--- src/rtl/gear_frame.sv ---
// gear_frame: LSB-first IN_W -> OUT_W width-conversion gearbox with frame delimiting and zero padding.
// Optional macro GEAR_KEEP_EN adds in_nbits so the last word of a frame can carry fewer than IN_W bits.
`timescale 1ns/1ps
module gear_frame #(
  parameter int IN_W  = 32,
  parameter int OUT_W = 20,
  parameter int BUF_W = 64
) (
  input  logic                      clk,
  input  logic                      rst,
  input  logic [IN_W-1:0]           in_data,
  input  logic                      in_valid,
  input  logic                      in_last,
  output logic                      in_ready,
`ifdef GEAR_KEEP_EN
  input  logic [$clog2(IN_W+1)-1:0] in_nbits,
`endif
  output logic [OUT_W-1:0]          out_data,
  output logic                      out_valid,
  output logic                      out_last,
  input  logic                      out_ready
);

  localparam int CW = $clog2(BUF_W + 1);
  localparam int NW = $clog2(IN_W + 1);

  localparam logic [CW-1:0] OUT_CNT  = CW'(OUT_W);
  localparam logic [CW-1:0] BUF_CNT  = CW'(BUF_W);
  localparam logic [CW-1:0] ROOM_CNT = CW'(BUF_W - IN_W);
  localparam logic [NW-1:0] FULL_NB  = NW'(IN_W);

  if (BUF_W < IN_W + OUT_W - 1) begin : g_bad_buf
    $error("gear_frame: BUF_W must be >= IN_W + OUT_W - 1");
  end

  logic [BUF_W-1:0] sbuf;
  logic [BUF_W-1:0] sbuf_nxt;
  logic [BUF_W-1:0] pop_buf;
  logic [BUF_W-1:0] word_ext;
  logic [BUF_W-1:0] above_mask;
  logic [CW-1:0]    count;
  logic [CW-1:0]    count_nxt;
  logic [CW-1:0]    pop_count;
  logic             pend;
  logic             pend_nxt;
  logic [NW-1:0]    word_bits;
  logic [IN_W-1:0]  word_mask;
  logic             pop;
  logic             push;

  assign in_ready  = !pend && (count <= ROOM_CNT);
  assign out_valid = (count >= OUT_CNT) || (pend && (count != '0));
  assign out_last  = pend && (count <= OUT_CNT);
  assign out_data  = sbuf[OUT_W-1:0];

  assign pop  = out_valid && out_ready;
  assign push = in_valid && in_ready;

`ifdef GEAR_KEEP_EN
  // A zero in_nbits on the last word means a full word.
  always_comb begin
    word_bits = FULL_NB;
    if (in_last && (in_nbits != '0)) word_bits = in_nbits;
  end
`else
  assign word_bits = FULL_NB;
`endif

  // Shifting all-ones by IN_W yields zero, so a full word gets an all-ones mask.
  assign word_mask = ~({IN_W{1'b1}} << word_bits);
  assign word_ext  = BUF_W'(in_data & word_mask);

  always_comb begin
    pop_buf   = sbuf;
    pop_count = count;
    if (pop) begin
      if (out_last) begin
        pop_buf   = '0;
        pop_count = '0;
      end else begin
        pop_buf   = sbuf >> OUT_W;
        pop_count = count - OUT_CNT;
      end
    end
  end

  // Push lands at the post-pop offset; in_ready is low while pend, so it never meets a frame-closing pop.
  always_comb begin
    sbuf_nxt  = pop_buf;
    count_nxt = pop_count;
    pend_nxt  = pend;
    if (pop && out_last) pend_nxt = 1'b0;
    if (push) begin
      sbuf_nxt  = pop_buf | (word_ext << pop_count);
      count_nxt = pop_count + CW'(word_bits);
      if (in_last) pend_nxt = 1'b1;
    end
  end

  always_ff @(posedge clk or posedge rst) begin
    if (rst) begin
      sbuf  <= '0;
      count <= '0;
      pend  <= 1'b0;
    end else begin
      sbuf  <= sbuf_nxt;
      count <= count_nxt;
      pend  <= pend_nxt;
    end
  end

  assign above_mask = {BUF_W{1'b1}} << count;

  a_count_range: assert property (@(posedge clk) disable iff (rst) count <= BUF_CNT);
  a_zero_above:  assert property (@(posedge clk) disable iff (rst) (sbuf & above_mask) == '0);

endmodule
--- config.mk ---
export PLATFORM = sky130hd
export DESIGN_NAME = gear_frame
export DESIGN_NICKNAME = d
export VERILOG_FILES = /design/src/rtl/gear_frame.sv
export SDC_FILE = /design/constraint.sdc
export NUM_CORES = 1
export LEC_CHECK = 0
export BUFFER_PORTS_ARGS = -buffer_cell sky130_fd_sc_hd__buf_2
export CAP_MARGIN = 10
export CORE_MARGIN = 3
export CORE_UTILIZATION = 40
export DETAILED_ROUTE_END_ITERATION = 8
export MAX_ROUTING_LAYER = met4
export PLACE_DENSITY_LB_ADDON = 0.05
export SLEW_MARGIN = 10
export SYNTH_ARGS = -nofsm -noshare
export SYNTH_HDL_FRONTEND = slang
export SYNTH_SLANG_ARGS = --single-unit
--- constraint.sdc ---
create_clock -name clk -period 8 [get_ports clk]
set_input_delay 0.8 -clock clk [delete_from_list [all_inputs] [get_ports clk]]
set_output_delay 0.8 -clock clk [all_outputs]
set_load 0.1 [all_outputs]
==> flow_metrics.py <==
metrics = {
    "drt": {
        "dr.max_layer_used": "met4",
        "postRouteAntennaNets": 0,
        "first_pass_iters": 5,
        "drt_iter0_drc": 710,
        "viasPerCell": 6.51,
        "dr_wl_met2_microns": 10800,
        "wl_per_cell_microns": 22.6,
        "drc": 0,
        "met3_length_microns": 1390,
        "drt-total-wl_microns": 22400,
        "wl_met1_microns": 9540,
        "vias": 6464,
    },
    "clocking": {
        "cts_setup_buffers": 0,
        "clk_pin_slew_ns": 0.06,
        "htreeDepth": 3,
        "ctsResizeCount": 0,
        "cts_hold_buf": 0,
        "clk_latency_ns": 0.34,
        "cts_tree": "done",
        "cts_root_buf": "clkbuf_16",
        "cts_buffer_depth": 2,
        "cts_inserted_buffers": 9,
        "clock_sinks": 72,
    },
    "layout": {
        "multi_input_area_sq_um": 3940,
        "area_growth_pct": 7.19,
        "regArea_sq_um": 1800,
        "nNetsFinal": 817,
        "finalNonFillerCells": 993,
        "diodes": 0,
        "fill_cells": 1590,
        "drive_gt1_frac": 0.165,
    },
    "hold_path": {
        "min_path_type": "in2async",
    },
    "yosys": {
        "synth_fa_ha_area_frac": 0.00595,
        "synth_top_family_by_area": "compound AO/OA/AOI/OAI gates",
        "synth_compound_area_frac": 0.256,
        "async_reset_ff_frac": 1.00,
        "synth_mux_area_frac": 0.114,
        "yosys_warnings": 0,
        "synth_xor_area_frac": 0.00278,
        "synth-simple-area-share": 0.244,
        "synth-seq-area-share": 0.286,
        "synth.distinct_cells": 70,
        "synth_edf_count": 0,
        "ys_ff_latch": 72,
        "synthCells": 794,
        "synth_fp_nets": 834,
        "ys.flop_type": "dfrtp_1",
        "synthesis.area_sq_um": 6300,
        "syn_area_per_cell_sq_um": 7.94,
    },
    "global_route": {
        "antenna_found_initial": 0,
        "grt_overflow_total": 0,
        "grt_pass1_vias": 6107,
        "grt_pass1_wl_microns": 35500,
        "grt_max_degree": 65,
        "grt_use_total": 0.262,
    },
    "die": {
        "num_rows": 45,
        "io_pins": 60,
        "die_area_sq_um": 17300,
        "dieHeight_microns": 132,
        "coreArea_sq_um": 15300,
        "initial_core_util": 0.412,
        "die_x_microns": 132,
    },
    "timing": {
        "period_needed_ns": 4.52,
        "rsz0062_at_grt": "no",
        "slew-limit-headroom": 0.314,
        "fin_tns_setup_ns": 0,
        "hold_viol_final": 0,
        "fin_crit_sh": 0.565,
        "fin_skew_ns": 0.00606,
        "setup_violations": 0,
        "fmaxAchievable_mhz": 221,
        "worst_pin_slew_ns": 1.03,
        "slew_viol_final": 0,
    },
    "setup_path": {
        "start_kind": "flop",
        "cp_data_required_time_ns": 8.20,
        "cp_common_cell": "mux2i_1",
        "crit_path_end_kind": "flop",
        "crit_arrival_ns": 4.72,
        "crit_type": "reg2reg",
        "crit_fanout": 51,
        "timing.rr.end": "sbuf[23]",
        "critPathBufInv": 3,
        "critical-path-slowest-cell": "mux2_2",
        "cpLargestDelayFamily": "multiplexers",
        "max_stage_delay_ns": 0.84,
        "path_cells": "inv_1 > ha_1 > and4bb_1 > nor3_1 > a21boi_4 > buf_4 > mux2_2 > clkinv_4 > mux2i_1 > mux2i_1 > a21oi_1 > o21ai_0",
        "reg2reg_from": "count[3]",
        "rr_worst_depth": 12,
        "r2r_slack_ns": 3.48,
    },
    "run_status": {
        "status": "complete, no violations",
    },
    "place": {
        "dp_hpwl_microns": 15200,
        "dp_cells": 977,
        "numPortBuffers": 59,
        "gp_congestion": 0.891,
    },
    "pwr": {
        "p_per_area_nw_per_um2": 447,
        "power_leakage_nw": 2.82,
        "ir_worst_vdd_mv": 0.297,
    },
    "job": {
        "cap_violations": 0,
    },
}
-- layout by cell type (no fill, tap or decap), types with 3 or more instances in the layout --
master     instances
a31oi_1           11
nand2b_1           6
a41oi_1            4
ha_1               3
o21a_1             6
o211ai_1          31
nand2_1           76
clkbuf_1           3
nand3_1           62
and3_1            29
a221o_1           11
o21ai_0           62
clkbuf_16          9
o31ai_1            3
nor2_2             3
dfrtp_1           72
nor3_1            17
a211oi_1           6
inv_2              3
mux2i_1           47
nand4_1           42
mux2_2            20
a22oi_1            8
a311o_1            4
a21oi_1           49
nor2b_1            7
nor2_1            42
inv_1              8
buf_4             12
nor3b_1            3
a221oi_1           8
buf_2             59
o221ai_1           5
-- sequential cells by signal (all words and copies together) (netlist names) --
name and flops:
sbuf 64, count 7, pend 1
-- kinds of logic (layout without fill, tap and decap cells) --
group / Yosys count / in the layout
AND/OR/NAND/NOR: 303 / 303
AO/OA/AOI/OAI: 235 / 235
adder cells (fa/ha/maj): 3 / 3
flip-flops: 72 / 72
XOR/XNOR: 2 / 2
multiplexers: 68 / 68
buffers and inverters: 111 / 99
-- synth_stat cells (4+ instances only) --
cell type | number | area share
nand2_1 | 77 | 0.046
dfrtp_1 | 72 | 0.29
nand3_1 | 62 | 0.049
o21ai_0 | 62 | 0.049
a21oi_1 | 49 | 0.039
mux2i_1 | 47 | 0.075
clkbuf_1 | 46 | 0.027
nand4_1 | 42 | 0.042
nor2_1 | 42 | 0.025
o211ai_1 | 31 | 0.037
and3_1 | 29 | 0.029
buf_4 | 26 | 0.031
mux2_2 | 20 | 0.036
buf_2 | 19 | 0.015
nor3_1 | 17 | 0.013
a221o_1 | 11 | 0.017
a31oi_1 | 11 | 0.011
inv_1 | 9 | 0.0054
a221oi_1 | 8 | 0.011
a22oi_1 | 8 | 0.0095
nor2b_1 | 7 | 0.0069
a211oi_1 | 6 | 0.0071
nand2b_1 | 6 | 0.0060
o21a_1 | 6 | 0.0071
o221ai_1 | 5 | 0.0069
a311o_1 | 4 | 0.0064
a41oi_1 | 4 | 0.0056
buf_1 | 4 | 0.0024
buf_6 | 4 | 0.0071
-- power by group --
group	total (mW)	switching, mW	leakage (nW)	internal [mW]
sequential	0.613	0.100	0.950	0.513
clock	0.438	0.156	0.154	0.281
combinational	1.97	1.44	1.72	0.525
-- per-stage QoR --
step / instance area [sq um] / total power [mW] / hold WS (ns) / utilization / setup slack (ns)
after floorplan: 6300 / 2.18 / 0.442 / - / 3.99
after global placement: 6440 / 2.54 / 0.466 / 0.421 / 3.63
after detailed placement: 6440 / 2.56 / 0.475 / 0.421 / 3.57
after CTS: 6760 / 3.01 / 0.362 / 0.441 / 3.53
after global routing: 6760 / 3.20 / 0.373 / 0.441 / 3.13
final: 6760 / 3.02 / 0.358 / 0.441 / 3.48
-- final cells by class --
| type | instances | area share |
|---|---|---|
| inverters | 12 | 0.00741 |
| well taps | 211 | 0.0391 |
| flip-flops and latches | 72 | 0.267 |
| multi-input cells | 611 | 0.583 |
| clock inverters | 3 | 0.00963 |
| repair buffers | 71 | 0.0570 |
| clock buffers | 13 | 0.0370 |
-- worst max-delay path by stage --
stage               end  cells after the start      start
6_report       sbuf[23]                     12   count[3]
5_1_grt        sbuf[23]                     12   count[3]
4_1_cts        sbuf[23]                     12   count[3]
3_5_place_dp   sbuf[60]                     11  out_ready
3_3_place_gp   sbuf[60]                     11  out_ready
2_1_floorplan  sbuf[35]                     12   count[2]
-- metal layers --
metal  global-route usage  vias to the layer above
met5                    -                        -
li1                     -                     2946
met3               0.0498                       43
met2                0.398                      248
met1                0.348                     3227
met4               0.0957                        0
Power figures use the tool's default switching activity.
